File: config.mk
export PLATFORM = sky130hd
export DESIGN_NAME = ifetch_ctrl
export DESIGN_NICKNAME = d
export VERILOG_FILES = /design/src/rtl/ifetch_ctrl_pkg.sv /design/src/rtl/ifetch_ctrl.sv
export SDC_FILE = /design/constraint.sdc
export NUM_CORES = 1
export LEC_CHECK = 0
export CORE_MARGIN = 4
export CORE_UTILIZATION = 42
export CTS_BUF_LIST = sky130_fd_sc_hd__clkbuf_4 sky130_fd_sc_hd__clkbuf_8 sky130_fd_sc_hd__clkbuf_16
export CTS_CLUSTER_DIAMETER = 120
export DETAILED_ROUTE_END_ITERATION = 10
export GPL_TIMING_DRIVEN = 0
export HOLD_SLACK_MARGIN = 0.05
export PLACE_DENSITY = 0.86
export SKIP_CTS_REPAIR_TIMING = 1
export SKIP_LAST_GASP = 1
export SLEW_MARGIN = 20
export SYNTH_ARGS = -nofsm -noshare
export SYNTH_HDL_FRONTEND = slang
export SYNTH_SLANG_ARGS = --single-unit
File: constraint.sdc
create_clock -name clk -period 3.1 [get_ports clk]
set_input_delay 0.93 -clock clk [delete_from_list [all_inputs] [get_ports clk]]
set_output_delay 0.93 -clock clk [all_outputs]
set_load 0.01 [all_outputs]
File: src/rtl/ifetch_ctrl_pkg.sv
// Shared definitions for the instruction-fetch controller: FSM encodings and word constants.
package ifetch_ctrl_pkg;

  typedef enum logic [2:0] {
    StIdle  = 3'd0,
    StReq   = 3'd1,
    StWait  = 3'd2,
    StFull  = 3'd3,
    StDrain = 3'd4
  } fetch_state_e;

  localparam logic [31:0] ZeroWord = 32'h0000_0000;

endpackage

File: src/rtl/ifetch_ctrl.sv
// Instruction-fetch controller: one outstanding bus read, a single-entry instruction
// buffer towards decode, and flush handling for requests both in flight and unaccepted.
module ifetch_ctrl
  import ifetch_ctrl_pkg::*;
(
  input  logic        clk,
  input  logic        rst,
  input  logic [31:0] pc_i,
  input  logic        ce_i,
  input  logic        stall_i,
  input  logic        flush_i,
  output logic        inst_req_o,
  output logic [31:0] inst_addr_o,
  input  logic        inst_addr_ok_i,
  input  logic        inst_data_ok_i,
  input  logic [31:0] inst_rdata_i,
  output logic [31:0] inst_o,
  output logic        inst_valid_o,
  output logic        stallreq_o
);

  fetch_state_e state_q, state_d;
  logic         flush_pend_q, flush_pend_d;
  logic [31:0]  addr_q, addr_d;
  logic [31:0]  inst_q, inst_d;

  always_ff @(posedge clk or negedge rst) begin
    if (!rst) begin
      state_q      <= StIdle;
      flush_pend_q <= 1'b0;
      addr_q       <= ZeroWord;
      inst_q       <= ZeroWord;
    end else begin
      state_q      <= state_d;
      flush_pend_q <= flush_pend_d;
      addr_q       <= addr_d;
      inst_q       <= inst_d;
    end
  end

  always_comb begin
    state_d      = state_q;
    flush_pend_d = flush_pend_q;
    addr_d       = addr_q;
    inst_d       = inst_q;
    unique case (state_q)
      StIdle: begin
        if (ce_i && !flush_i) begin
          state_d = StReq;
          addr_d  = pc_i;
        end
      end
      StReq: begin
        // A request is never withdrawn; a flush seen before acceptance is remembered.
        if (inst_addr_ok_i) begin
          state_d = (flush_i || flush_pend_q) ? StDrain : StWait;
        end else if (flush_i) begin
          flush_pend_d = 1'b1;
        end
      end
      StWait: begin
        if (inst_data_ok_i) begin
          if (flush_i || flush_pend_q) begin
            state_d      = StIdle;
            flush_pend_d = 1'b0;
          end else begin
            state_d = StFull;
            inst_d  = inst_rdata_i;
          end
        end else if (flush_i) begin
          state_d = StDrain;
        end
      end
      StDrain: begin
        if (inst_data_ok_i) begin
          state_d      = StIdle;
          flush_pend_d = 1'b0;
        end
      end
      StFull: begin
        if (flush_i || !stall_i) begin
          state_d = StIdle;
        end
      end
      default: begin
        state_d      = StIdle;
        flush_pend_d = 1'b0;
      end
    endcase
  end

  // Outputs decode registered state only; stallreq_o must not see stall_i or flush_i.
  always_comb begin
    inst_req_o   = (state_q == StReq);
    inst_addr_o  = addr_q;
    inst_o       = inst_q;
    inst_valid_o = (state_q == StFull);
    stallreq_o   = ce_i && (state_q != StFull);
  end

endmodule

---- Yosys cells after proc, flatten, opt, wreduce, memory -nomap -nowiden ----
Index checks and enable logic that the tools add are counted.
storage, ports and cells
  bits in registers ....................... 68
  bits in latches ......................... 0
  RAM bits ................................ 0
  bits in read-only memories .............. 0
  word-level logic and storage cells ...... 47
  memories kept ........................... 0
operators by class
  add/sub/neg operators ................... 0
  multiply operators ...................... 0
  div/mod/pow operators ................... 0
  order comparisons ....................... 0
  equality and inequality tests ........... 14
  shift operators ......................... 0
  mux-type cells .......................... 15
  bitwise gates (word level) .............. 2
  reductions and logical operators ........ 12
operators by type and width
  operator            number
  $mux 3              7
  $pmux 3 s5          1
  $ne 2x2->1 const B  6
  $eq 3x2->1 const B  2
  $reduce_and 6->1    1
  $mux 1              5
  $reduce_and 5->1    1
  $ne 2x1->1 const B  2
  $pmux 1 s4          1
  $eq 3x1->1 const B  1
  $eq 3x3->1 const B  1
  $logic_not 3->1     1
  $ne 3x2->1 const B  1
  $ne 3x3->1 const B  1
  $reduce_and 3->1    1
  $logic_and 1x1->1   2
  $logic_not 1->1     2
  $logic_or 1x1->1    2
  $mux 2              1
  $not 1->1           2
  $reduce_and 2->1    1
  $reduce_or 2->1     1

---- Depth between registers and ports, before layout ----
  word-level depth ........................ 4
  mapped depth ............................ 6
  mapped depth without buffers ............ 4

---- Worst setup path after synthesis ----
Ideal clock, no wire load.
  kind .................................... in2out
  from .................................... input ce_i
  to ...................................... output stallreq_o
  arrival ................................. 1.127 ns
  path slack .............................. 1.043 ns
  stages on the path ...................... 1
  path buffers ............................ 0
  path through ............................ nor2b_1
between the ends
  cells in the longest elaborated chain, start to end .. 1
ends and longest elaborated chain
  item               line               RTL
  from (decl)        ifetch_ctrl.sv:9   input logic ce_i,
  $logic_and 1x1->1  ifetch_ctrl.sv:98  stallreq_o = ce_i && (state_q != StFull);
  to (decl)          ifetch_ctrl.sv:19  output logic stallreq_o
Every way passes these cells.

---- Final worst setup path ----
Ends and elaborated chain as after synthesis.

==> run metrics <==
antenna diode count=0; critical-path cell list=clkdlybuf4s50_1 > nor2b_1 > clkdlybuf4s50_1; die area=7926 um^2; Leak Pwr=0.001934 uW; Final Slew Violations=0; main combinational cell family by area after synthesis=multiplexers; Worst EP arrival=2.11 ns; Post-Synthesis Cells=171; Initial Util=0.4343; Slowest Stage Delay on Critical Path=0.54 ns; Critical Path Most Common Cell=clkdlybuf4s50_1; CTS Buf Count=9; Netlist cell types=29; top cell type's share of synthesized area=0.6171; CTS tree=yes; ys flop type=dfrtp_1; CTS root buf=clkbuf_8; vias in the first global route=2,109; GRT Util Overall=0.1692; WL/cell=16.13 um; Clock Latency Late Sink=0.32 ns; I/O Pins=138; clock transition at the registers of the reported paths=0.06 ns; PD cells=940.7 nW/um^2; ys async rst share=1.000; status=finished clean; pin count of the biggest net entering global routing=44; YS warnings=0; DRC viols=0; worst-path fanout max=3; crit path time final=3.038 ns; synthesized area=2758 um^2; Bufs on Longest Clock Path=2; Pre-antenna DRT Iters=4; Cell Rows=29; #FFs+latches synth=68; Final TNS setup=0 ns; Compound-Gate Fraction of Synth Area=0.02586; Setup Crit Path Kind=in2out; Core Box Area=6350 um^2; commonest non-fill, non-tap cells in the layout=136 x clkdlybuf4s50_1, 68 x dfrtp_1, 51 x mux2_2; total of max-cap violations=0; CTS H-tree depth=3; DIE WIDTH=89.03 um; Synth area leaders=dfrtp_1 62%, mux2_2 21%, mux2_4 5.4%; DR iter-0 viols=65; slew margin rel.=0.7109; leading cell type in the layout, fill and taps excluded=clkdlybuf4s50_1; Tightest Pin Transition=0.4304 ns; final core occ=0.6981; sequential area share after synthesis=0.6171; post-DR vias/cell=4.920; layout cells sized above 1=0.2809; Clock Skew=0.008515 ns; Worst VDD drop=0.6288 mV; antenna violations before repair=0; port bufs=137; Post-Synthesis Net Count=242; Synth Area in Adders=0; fmax=329.2 MHz; Tcrit/Tclk final=0.9800; Final Hold Fails=0; Design Area, Final=4433 um^2; Placer Congestion=0.8162; Post-synth EDFFs=0; RSZ-0062 raised after global routing=false; Layout area overhead=60.75%; worst hold path class=reg2reg; clock sinks=68; global-route wire length before repair=10,120 um; Layout Nets=391; Startpoint Class=primary input; Place WS=0.05461 ns; fill count=454; Synth area leader=dfrtp_1; dpl hpwl=4943 um; Detailed Route WL=6470 um; die extent in y=89.03 um; Final ANT Viol Nets=0; crit path capture type=output pin; Syn Area/Cell=16.13 um^2; global route overflow=0; PnR worst setup slack=0.06215 ns; post-synthesis mux area share=0.2790; CP required=2.17 ns; Synth Area in Simple Gates=0.05036; placed inst area=4243 um^2; setup violators final=0; Post-Synth XOR/XNOR Area=0; CP max-delay cell=clkdlybuf4s50_1; total number of vias=1,973
==> state kept, by name, summed over array words and instances (netlist names) <==
name          count
inst_addr_o      32
state_q           3
flush_pend_q      1
inst_o           32
==> worst max-delay path: cells and delay by family <==
family        cells  cell delay [ns]
simple gates      1             0.14
buf+inv           2             1.04
==> area by class of cell <==
type                    instances  area, um^2  share of cell area
flip-flops and latches         68        1702              0.3839
repair buffers                138        1389              0.3133
multi-input cells              94       979.7              0.2210
clock buffers                  10       137.6             0.03105
well taps                      77       96.34             0.02173
plain buffers                   9       76.32             0.01722
clock inverters                 5       52.55             0.01185
==> synth_stat cells, types with 2 or more instances <==
master	n
mux2_2	51
nand2_1	3
buf_2	4
nor2_1	4
mux2_1	4
nor2b_1	2
buf_6	5
dfrtp_1	68
mux2_4	10
==> metrics by stage <==
stage	hold WS, ns	power [uW]	instances
final	0.4872	4170	401
after global placement	0.4669	3442	385
after detailed placement	0.4769	3512	386
after floorplan	0.5288	2383	171
after global routing	0.5053	4457	401
after CTS	0.4920	4234	401
==> power breakdown <==
group	leakage, uW	switching (uW)	internal [uW]
logic	0.000970	672	1250
clock network	0.0000979	311	385
registers	0.000866	224	1330
total	0.00193	1210	2960
==> logic make-up after synthesis <==
kind of cell    after synthesis
flops                        68
mux                          65
buf+inv                       9
simple gates                 20
compound gates                9
==> path summary, 6_finish.rpt <==
check / startpoint / end / slack, ns / depth (start not counted)
min reg2reg: inst_o[20]$_DFFE_PN0P_ / inst_o[20]$_DFFE_PN0P_ / 0.49 / 1
max reg2reg: state_q[2]$_DFFE_PN0P_ / state_q[0]$_DFFE_PN0P_ / 1.33 / 5
max in group asynchronous: rst / inst_addr_o[6]$_DFFE_PN0P_ / 2.06 / 2
min in group asynchronous: rst / inst_o[23]$_DFFE_PN0P_ / 0.51 / 1
max: ce_i / stallreq_o / 0.06 / 3
min: inst_o[20]$_DFFE_PN0P_ / inst_o[20]$_DFFE_PN0P_ / 0.49 / 1
==> routing by layer <==
metal  GRT usage  vias to the layer above  share of wire
li1            -                      909              -
met1      0.1969                      968           0.38
met2      0.2780                       90           0.50
met3     0.06636                        6           0.11
met4     0.07442                        0          0.012
met5           0                        -              0
Power figures use the tool's default switching activity.
